### config.mk
export PLATFORM = sky130hd
export DESIGN_NAME = video_timing_pattern_gen
export DESIGN_NICKNAME = d
export VERILOG_FILES = /design/src/rtl/video_timing_pattern_gen.sv
export SDC_FILE = /design/constraint.sdc
export NUM_CORES = 1
export LEC_CHECK = 0
export CORE_AREA = 4 4 140 142
export DETAILED_ROUTE_END_ITERATION = 16
export DIE_AREA = 0 0 144 146
export PLACE_DENSITY = 0.69
export SYNTH_ARGS = -nofsm -noshare
export SYNTH_HDL_FRONTEND = slang
export SYNTH_SLANG_ARGS = --single-unit
### constraint.sdc
create_clock -name clk_pixel -period 12.5 [get_ports clk_pixel]
set_clock_uncertainty 0.1 [all_clocks]
set_input_delay 1.875 -clock clk_pixel [delete_from_list [all_inputs] [get_ports clk_pixel]]
set_output_delay 1.875 -clock clk_pixel [all_outputs]
set_load 0.03 [all_outputs]
### src/rtl/video_timing_pattern_gen.sv
// video_timing_pattern_gen
//   Pixel-clock video timing generator with a selectable test-pattern source.
//   It produces DVI/HDMI-style hs/vs/de/rgb for any resolution described by
//   the porch, sync and active parameters. It also produces pixel coordinates
//   and frame/line strobes. Each axis runs back porch, active, front porch,
//   then sync.
//
// Ports
//   clk_pixel   in   1    pixel clock
//   rst         in   1    asynchronous reset, active-high
//   enable      in   1    run; low holds the counters at 0 (e.g. pll_locked)
//   mode        in   3    0 solid, 1 wipe, 2 colour bars, 3 checker,
//                         4 gradient, 5-7 black
//   rgb_hs      out  1    horizontal sync, H_POLAR when asserted
//   rgb_vs      out  1    vertical sync, V_POLAR when asserted
//   rgb_de      out  1    data enable
//   rgb_data    out  24   {r,g,b}; 0 whenever rgb_de is low
//   pix_x       out  CW   active x coordinate, valid when rgb_de
//   pix_y       out  CW   active y coordinate, valid when rgb_de
//   frame_start out  1    pulse on the first output cycle of each frame
//   line_start  out  1    pulse on the first output cycle of each line
module video_timing_pattern_gen #(
  parameter int          H_BPORCH   = 220,
  parameter int          H_ACTIVE   = 1280,
  parameter int          H_FPORCH   = 110,
  parameter int          H_SYNC     = 40,
  parameter logic        H_POLAR    = 1'b1,
  parameter int          V_BPORCH   = 20,
  parameter int          V_ACTIVE   = 720,
  parameter int          V_FPORCH   = 5,
  parameter int          V_SYNC     = 5,
  parameter logic        V_POLAR    = 1'b1,
  parameter int          CW         = 12,
  parameter int          WIPE_STEP  = 720,
  parameter int          CHECK_LOG2 = 5,
  parameter logic [23:0] FG_RGB     = 24'h00BBBB
) (
  input  logic          clk_pixel,
  input  logic          rst,
  input  logic          enable,
  input  logic [2:0]    mode,
  output logic          rgb_hs,
  output logic          rgb_vs,
  output logic          rgb_de,
  output logic [23:0]   rgb_data,
  output logic [CW-1:0] pix_x,
  output logic [CW-1:0] pix_y,
  output logic          frame_start,
  output logic          line_start
);

  localparam logic [CW-1:0] H_ACT_BEG = CW'(H_BPORCH);
  localparam logic [CW-1:0] H_ACT_END = CW'(H_BPORCH + H_ACTIVE);
  localparam logic [CW-1:0] H_SYN_BEG = CW'(H_BPORCH + H_ACTIVE + H_FPORCH);
  localparam logic [CW-1:0] H_LAST    = CW'(H_BPORCH + H_ACTIVE + H_FPORCH + H_SYNC - 1);
  localparam logic [CW-1:0] V_ACT_BEG = CW'(V_BPORCH);
  localparam logic [CW-1:0] V_ACT_END = CW'(V_BPORCH + V_ACTIVE);
  localparam logic [CW-1:0] V_SYN_BEG = CW'(V_BPORCH + V_ACTIVE + V_FPORCH);
  localparam logic [CW-1:0] V_LAST    = CW'(V_BPORCH + V_ACTIVE + V_FPORCH + V_SYNC - 1);
  localparam logic [CW-1:0] BAR_LAST  = CW'(H_ACTIVE / 8 - 1);
  localparam logic [23:0]   WIPE_LAST = 24'(H_ACTIVE * V_ACTIVE - 1);
  localparam logic [23:0]   WIPE_INC  = 24'(WIPE_STEP);
  localparam logic [23:0]   WHITE     = 24'hFFFFFF;

  logic [CW-1:0] cnt_h;
  logic [CW-1:0] cnt_v;
  logic          run;
  logic [2:0]    mode_q;
  logic [23:0]   wipe_pos;
  logic [23:0]   de_cnt;
  logic [CW-1:0] bar_cnt;
  logic [2:0]    bar_idx;

  logic          active;
  logic          h_sync;
  logic          v_sync;
  logic          at_origin;
  logic          at_line;
  logic [2:0]    mode_eff;
  logic [CW-1:0] px;
  logic [CW-1:0] py;
  logic [23:0]   bar_rgb;
  logic [23:0]   pattern;

  // Decode of the current counter state. 'run' qualifies the strobes, so a
  // held (disabled) generator sitting at (0,0) does not fire them every cycle.
  // At the origin the live mode input is used because mode_q only picks it
  // up on this same edge.
  always_comb begin
    active    = (cnt_h >= H_ACT_BEG) && (cnt_h < H_ACT_END) &&
                (cnt_v >= V_ACT_BEG) && (cnt_v < V_ACT_END);
    h_sync    = (cnt_h >= H_SYN_BEG);
    v_sync    = (cnt_v >= V_SYN_BEG);
    at_line   = run && (cnt_h == '0);
    at_origin = at_line && (cnt_v == '0);
    mode_eff  = at_origin ? mode : mode_q;
    px        = cnt_h - H_ACT_BEG;
    py        = cnt_v - V_ACT_BEG;
  end

  // Raster counters. On the first enabled edge after reset or a hold, the
  // counters stay at (0,0) and only 'run' rises. This ensures the origin is
  // presented once with run high, which is what fires frame_start on restart.
  always_ff @(posedge clk_pixel or posedge rst) begin
    if (rst) begin
      cnt_h <= '0;
      cnt_v <= '0;
      run   <= 1'b0;
    end else if (!enable) begin
      cnt_h <= '0;
      cnt_v <= '0;
      run   <= 1'b0;
    end else if (!run) begin
      run <= 1'b1;
    end else if (cnt_h == H_LAST) begin
      cnt_h <= '0;
      cnt_v <= (cnt_v == V_LAST) ? '0 : cnt_v + CW'(1);
    end else begin
      cnt_h <= cnt_h + CW'(1);
    end
  end

  // Per-frame state, updated only at the origin: the pattern selection and
  // the wipe boundary. The wipe boundary advances regardless of mode.
  always_ff @(posedge clk_pixel or posedge rst) begin
    if (rst) begin
      mode_q   <= 3'd0;
      wipe_pos <= '0;
    end else if (at_origin) begin
      mode_q   <= mode;
      wipe_pos <= (wipe_pos >= WIPE_LAST) ? '0 : wipe_pos + WIPE_INC;
    end
  end

  // Running pixel index and colour-bar position. These avoid a multiplier
  // and a divider. de_cnt counts active pixels already emitted this frame, so
  // it equals y*H_ACTIVE+x for the current pixel. bar_cnt/bar_idx walk the
  // eight bars across each active line and fall back to 0 in blanking.
  always_ff @(posedge clk_pixel or posedge rst) begin
    if (rst) begin
      de_cnt  <= '0;
      bar_cnt <= '0;
      bar_idx <= 3'd0;
    end else if (!enable || !run) begin
      de_cnt  <= '0;
      bar_cnt <= '0;
      bar_idx <= 3'd0;
    end else begin
      if (v_sync) begin
        de_cnt <= '0;
      end else if (active) begin
        de_cnt <= de_cnt + 24'd1;
      end
      if (!active) begin
        bar_cnt <= '0;
        bar_idx <= 3'd0;
      end else if (bar_cnt == BAR_LAST) begin
        bar_cnt <= '0;
        bar_idx <= bar_idx + 3'd1;
      end else begin
        bar_cnt <= bar_cnt + CW'(1);
      end
    end
  end

  // Colour of the current bar, left to right.
  always_comb begin
    bar_rgb = 24'h000000;
    case (bar_idx)
      3'd0:    bar_rgb = 24'hFFFFFF;
      3'd1:    bar_rgb = 24'hFFFF00;
      3'd2:    bar_rgb = 24'h00FFFF;
      3'd3:    bar_rgb = 24'h00FF00;
      3'd4:    bar_rgb = 24'hFF00FF;
      3'd5:    bar_rgb = 24'hFF0000;
      3'd6:    bar_rgb = 24'h0000FF;
      default: bar_rgb = 24'h000000;
    endcase
  end

  // Pattern mux for the current pixel; blanking is applied at the register.
  always_comb begin
    pattern = 24'h000000;
    case (mode_eff)
      3'd0:    pattern = FG_RGB;
      3'd1:    pattern = (de_cnt < wipe_pos) ? WHITE : FG_RGB;
      3'd2:    pattern = bar_rgb;
      3'd3:    pattern = (px[CHECK_LOG2] ^ py[CHECK_LOG2]) ? WHITE : 24'h000000;
      3'd4:    pattern = {px[7:0], py[7:0], 8'h80};
      default: pattern = 24'h000000;
    endcase
  end

  // Output register. Every output is taken from the same counter state, so
  // all outputs lag the counters by exactly one clock and stay aligned.
  always_ff @(posedge clk_pixel or posedge rst) begin
    if (rst) begin
      rgb_hs      <= ~H_POLAR;
      rgb_vs      <= ~V_POLAR;
      rgb_de      <= 1'b0;
      rgb_data    <= '0;
      pix_x       <= '0;
      pix_y       <= '0;
      frame_start <= 1'b0;
      line_start  <= 1'b0;
    end else begin
      rgb_hs      <= h_sync ? H_POLAR : ~H_POLAR;
      rgb_vs      <= v_sync ? V_POLAR : ~V_POLAR;
      rgb_de      <= active;
      rgb_data    <= active ? pattern : 24'h000000;
      pix_x       <= px;
      pix_y       <= py;
      frame_start <= at_origin;
      line_start  <= at_line;
    end
  end

endmodule

==> flow_summary.yaml <==
status:
  outcome: "finished, final reports clean"
floorplan:
  initial_core_util: 0.391
  dieArea_um2: 21000
  rows: 50
  fp.dieW_um: 144
  die_h_um: 146
  pin_count: 59
  core_area_um2: 18500
timing:
  tightest_slew_ns: 1.18
  max_freq_mhz: 257
  finalCritPeriodShare: 0.312
  max_slew_margin: 0.206
  whs_ns: 0.368
  slew_violations: 0
  rsz0062_at_grt: "no"
  setup_viol_count_final: 0
  fin_crit_ns: 3.90
  finalHoldViolCount: 0
  finalSetupTns_ns: 0
routing:
  drtAntennaViolNets: 0
  via_per_inst: 5.36
  num_vias: 5719
  drtIter0Drc: 391
  avgRoutedWirePerCell_um: 15.9
  firstDrtPassIters: 5
  wirelength_um: 16900
  drc: 0
logic_synthesis:
  async_reset_ff_frac: 1.00
  synth_area_um2: 7210
  yosysWarningCount: 0
  syn_nets: 822
  synth-main-ff-cell: "dfrtp_1"
  ys_types: 62
  syn_inst: 773
  avgSynthCellArea_um2: 9.33
  ys_ff_latch: 135
  synth_edf_count: 0
  seq_area_frac_synth: 0.469
worst_setup_path:
  cp.required_ns: 12.76
  ff2ff_path_depth: 9
  crit_path_max_fanout: 24
  r2r-end: "rgb_data[18]"
  critPathCaptureType: "flop"
  regToRegStartpoint: "cnt_h[2]"
  path_class: "input pin to flop"
  worstPathArrival_ns: 4.16
  crit_start: "enable"
  start_kind: "input pin"
  rrSetupSlack_ns: 8.89
placement:
  hpwl_um: 11900
  io_buffers: 58
  gp_congestion: 0.827
finish:
  fillers: 1683
  regArea_um2: 3380
  diodes: 0
  final_nets: 868
  final_common_cell: "dfrtp_1"
  drive_gt1_frac: 0.0577
  multiInputGateArea_um2: 3470
  mostFrequentLayoutCells: "135 x dfrtp_1, 70 x nand2_1, 67 x nor2_1"
  syn_to_final_growth_pct: 18.4
cts:
  cts-root-buf: "clkbuf_16"
  cts_tree: "yes"
  clock-sinks: 135
  cts_buffers: 17
  cts_buffer_depth: 2
  cts_hold_buf: 0
  cts_resized: 0
  clk_pin_slew_ns: 0.06
  htree_levels: 4
  cts_setup_buffers: 0
  clk_latency_ns: 0.42
global_route:
  overflow: 0
  grt.total_usage: 0.169
  antenna_found_initial: 0
  grt_max_degree: 77
  grt_pass1_wl_um: 28500
  grt_pass1_vias: 5435
worst_hold_path:
  whs_endpoint: "bar_cnt[0]"
  min_path_type: "flop to flop"
  min_path_cells: 1
  worstHoldStart: "bar_cnt[0]"
power:
  pwr-share-seq: 0.437
  clockPowerShare: 0.447
  cellPowerDensity_nw_per_um2: 130
  power_leakage_nw: 3.61
  switching_share: 0.277
  comb_power_share: 0.116
  internal-power_w: 0.000800
  power.switching_w: 0.000306
  vdd_ir_drop_max_v: 0.0000864
job:
  maxCapViolCount: 0
==> power groups by stage <==
stage | logic [W] | registers, W | clock network, W
after floorplan | 0.0000964 | 0.000485 | 0
after global placement | 0.000125 | 0.000490 | 0
after detailed placement | 0.000129 | 0.000490 | 0
after CTS | 0.000129 | 0.000483 | 0.000506
after global routing | 0.000150 | 0.000487 | 0.000526
final | 0.000128 | 0.000483 | 0.000495
==> worst max-delay path: stages <==
cell             delay (ns)
clkdlybuf4s50_1        0.79
inv_1                  0.26
or3_1                  0.79
a211o_1                0.37
nand2_1                0.06
==> state kept, by name (all words and copies together) (netlist names) <==
signal,cells
bar_cnt,12
rgb_vs,1
run,1
wipe_pos,20
frame_start,1
pix_x,12
de_cnt,24
pix_y,12
cnt_v,12
line_start,1
cnt_h,12
rgb_hs,1
bar_idx,3
mode_q,3
rgb_de,1
rgb_data,19
==> per-layer routing <==
metal  track usage  up-vias  part of all wire
met5             0        -                 0
met4        0.0480        0             0.014
met3        0.0437       17             0.043
met2         0.249      114              0.46
met1         0.245     2776              0.48
li1              -     2812                 -
==> final cells by class <==
| cell class | instances | area share |
|---|---|---|
| clock buffers | 20 | 0.0511 |
| multi-input cells | 549 | 0.406 |
| clock inverters | 12 | 0.0170 |
| repair buffers | 62 | 0.0715 |
| flip-flops and latches | 135 | 0.396 |
| well taps | 234 | 0.0343 |
| inverters | 54 | 0.0243 |
==> through the flow <==
step                setup slack [ns]  utilization  std cells  power [W]  cell area [um^2]
floorplan                       6.91            -        773   0.000581              7210
global placement                8.25        0.431       1034   0.000615              7960
detailed placement              8.24        0.431       1034   0.000618              7960
CTS                             8.67        0.463       1066    0.00112              8540
global route                    8.52        0.463       1066    0.00116              8540
finish                          8.60        0.463       1066    0.00111              8540
==> kinds of logic after synthesis <==
family	synth area share
flops	0.469
fa+ha+maj	0.0746
mux	0.00434
xor+xnor	0.0547
simple gates	0.208
compound gates	0.137
buf+inv	0.0522
==> cells in the mapped netlist (2+ instances only) <==
master,count,area share
xor2_1,19,0.023
a31oi_1,15,0.013
clkbuf_1,14,0.0073
xnor2_1,26,0.032
o211a_1,2,0.0028
o21ai_0,26,0.018
or4_1,4,0.0042
nor3_1,15,0.010
or3_1,26,0.023
o31ai_1,8,0.0083
a21o_1,5,0.0052
dfrtp_1,135,0.47
or2_1,3,0.0026
a21oi_1,53,0.037
nand3b_1,6,0.0062
inv_2,4,0.0021
and4_1,4,0.0049
mux2i_1,2,0.0028
a311oi_1,2,0.0024
nor3b_1,3,0.0031
nor4_1,6,0.0052
ha_1,43,0.075
nand4_1,22,0.019
o22ai_1,5,0.0043
and2_1,5,0.0043
nor2_1,67,0.035
o41ai_1,2,0.0024
nand2b_1,4,0.0035
inv_1,50,0.026
nand2_1,70,0.036
nand3_1,32,0.022
nor2b_1,6,0.0052
a211o_1,3,0.0036
o21ai_1,25,0.017
buf_2,13,0.0090
buf_4,7,0.0073
nand4b_1,2,0.0024
and3_1,12,0.010
o211ai_1,2,0.0021
o21a_1,3,0.0031
==> worst max-delay path by stage <==
stage                             to
after floorplan           bar_cnt[0]
after global placement    de_cnt[14]
after detailed placement  de_cnt[14]
after CTS                 de_cnt[14]
after global routing      de_cnt[14]
final                     de_cnt[14]
Power figures use the tool's default switching activity.
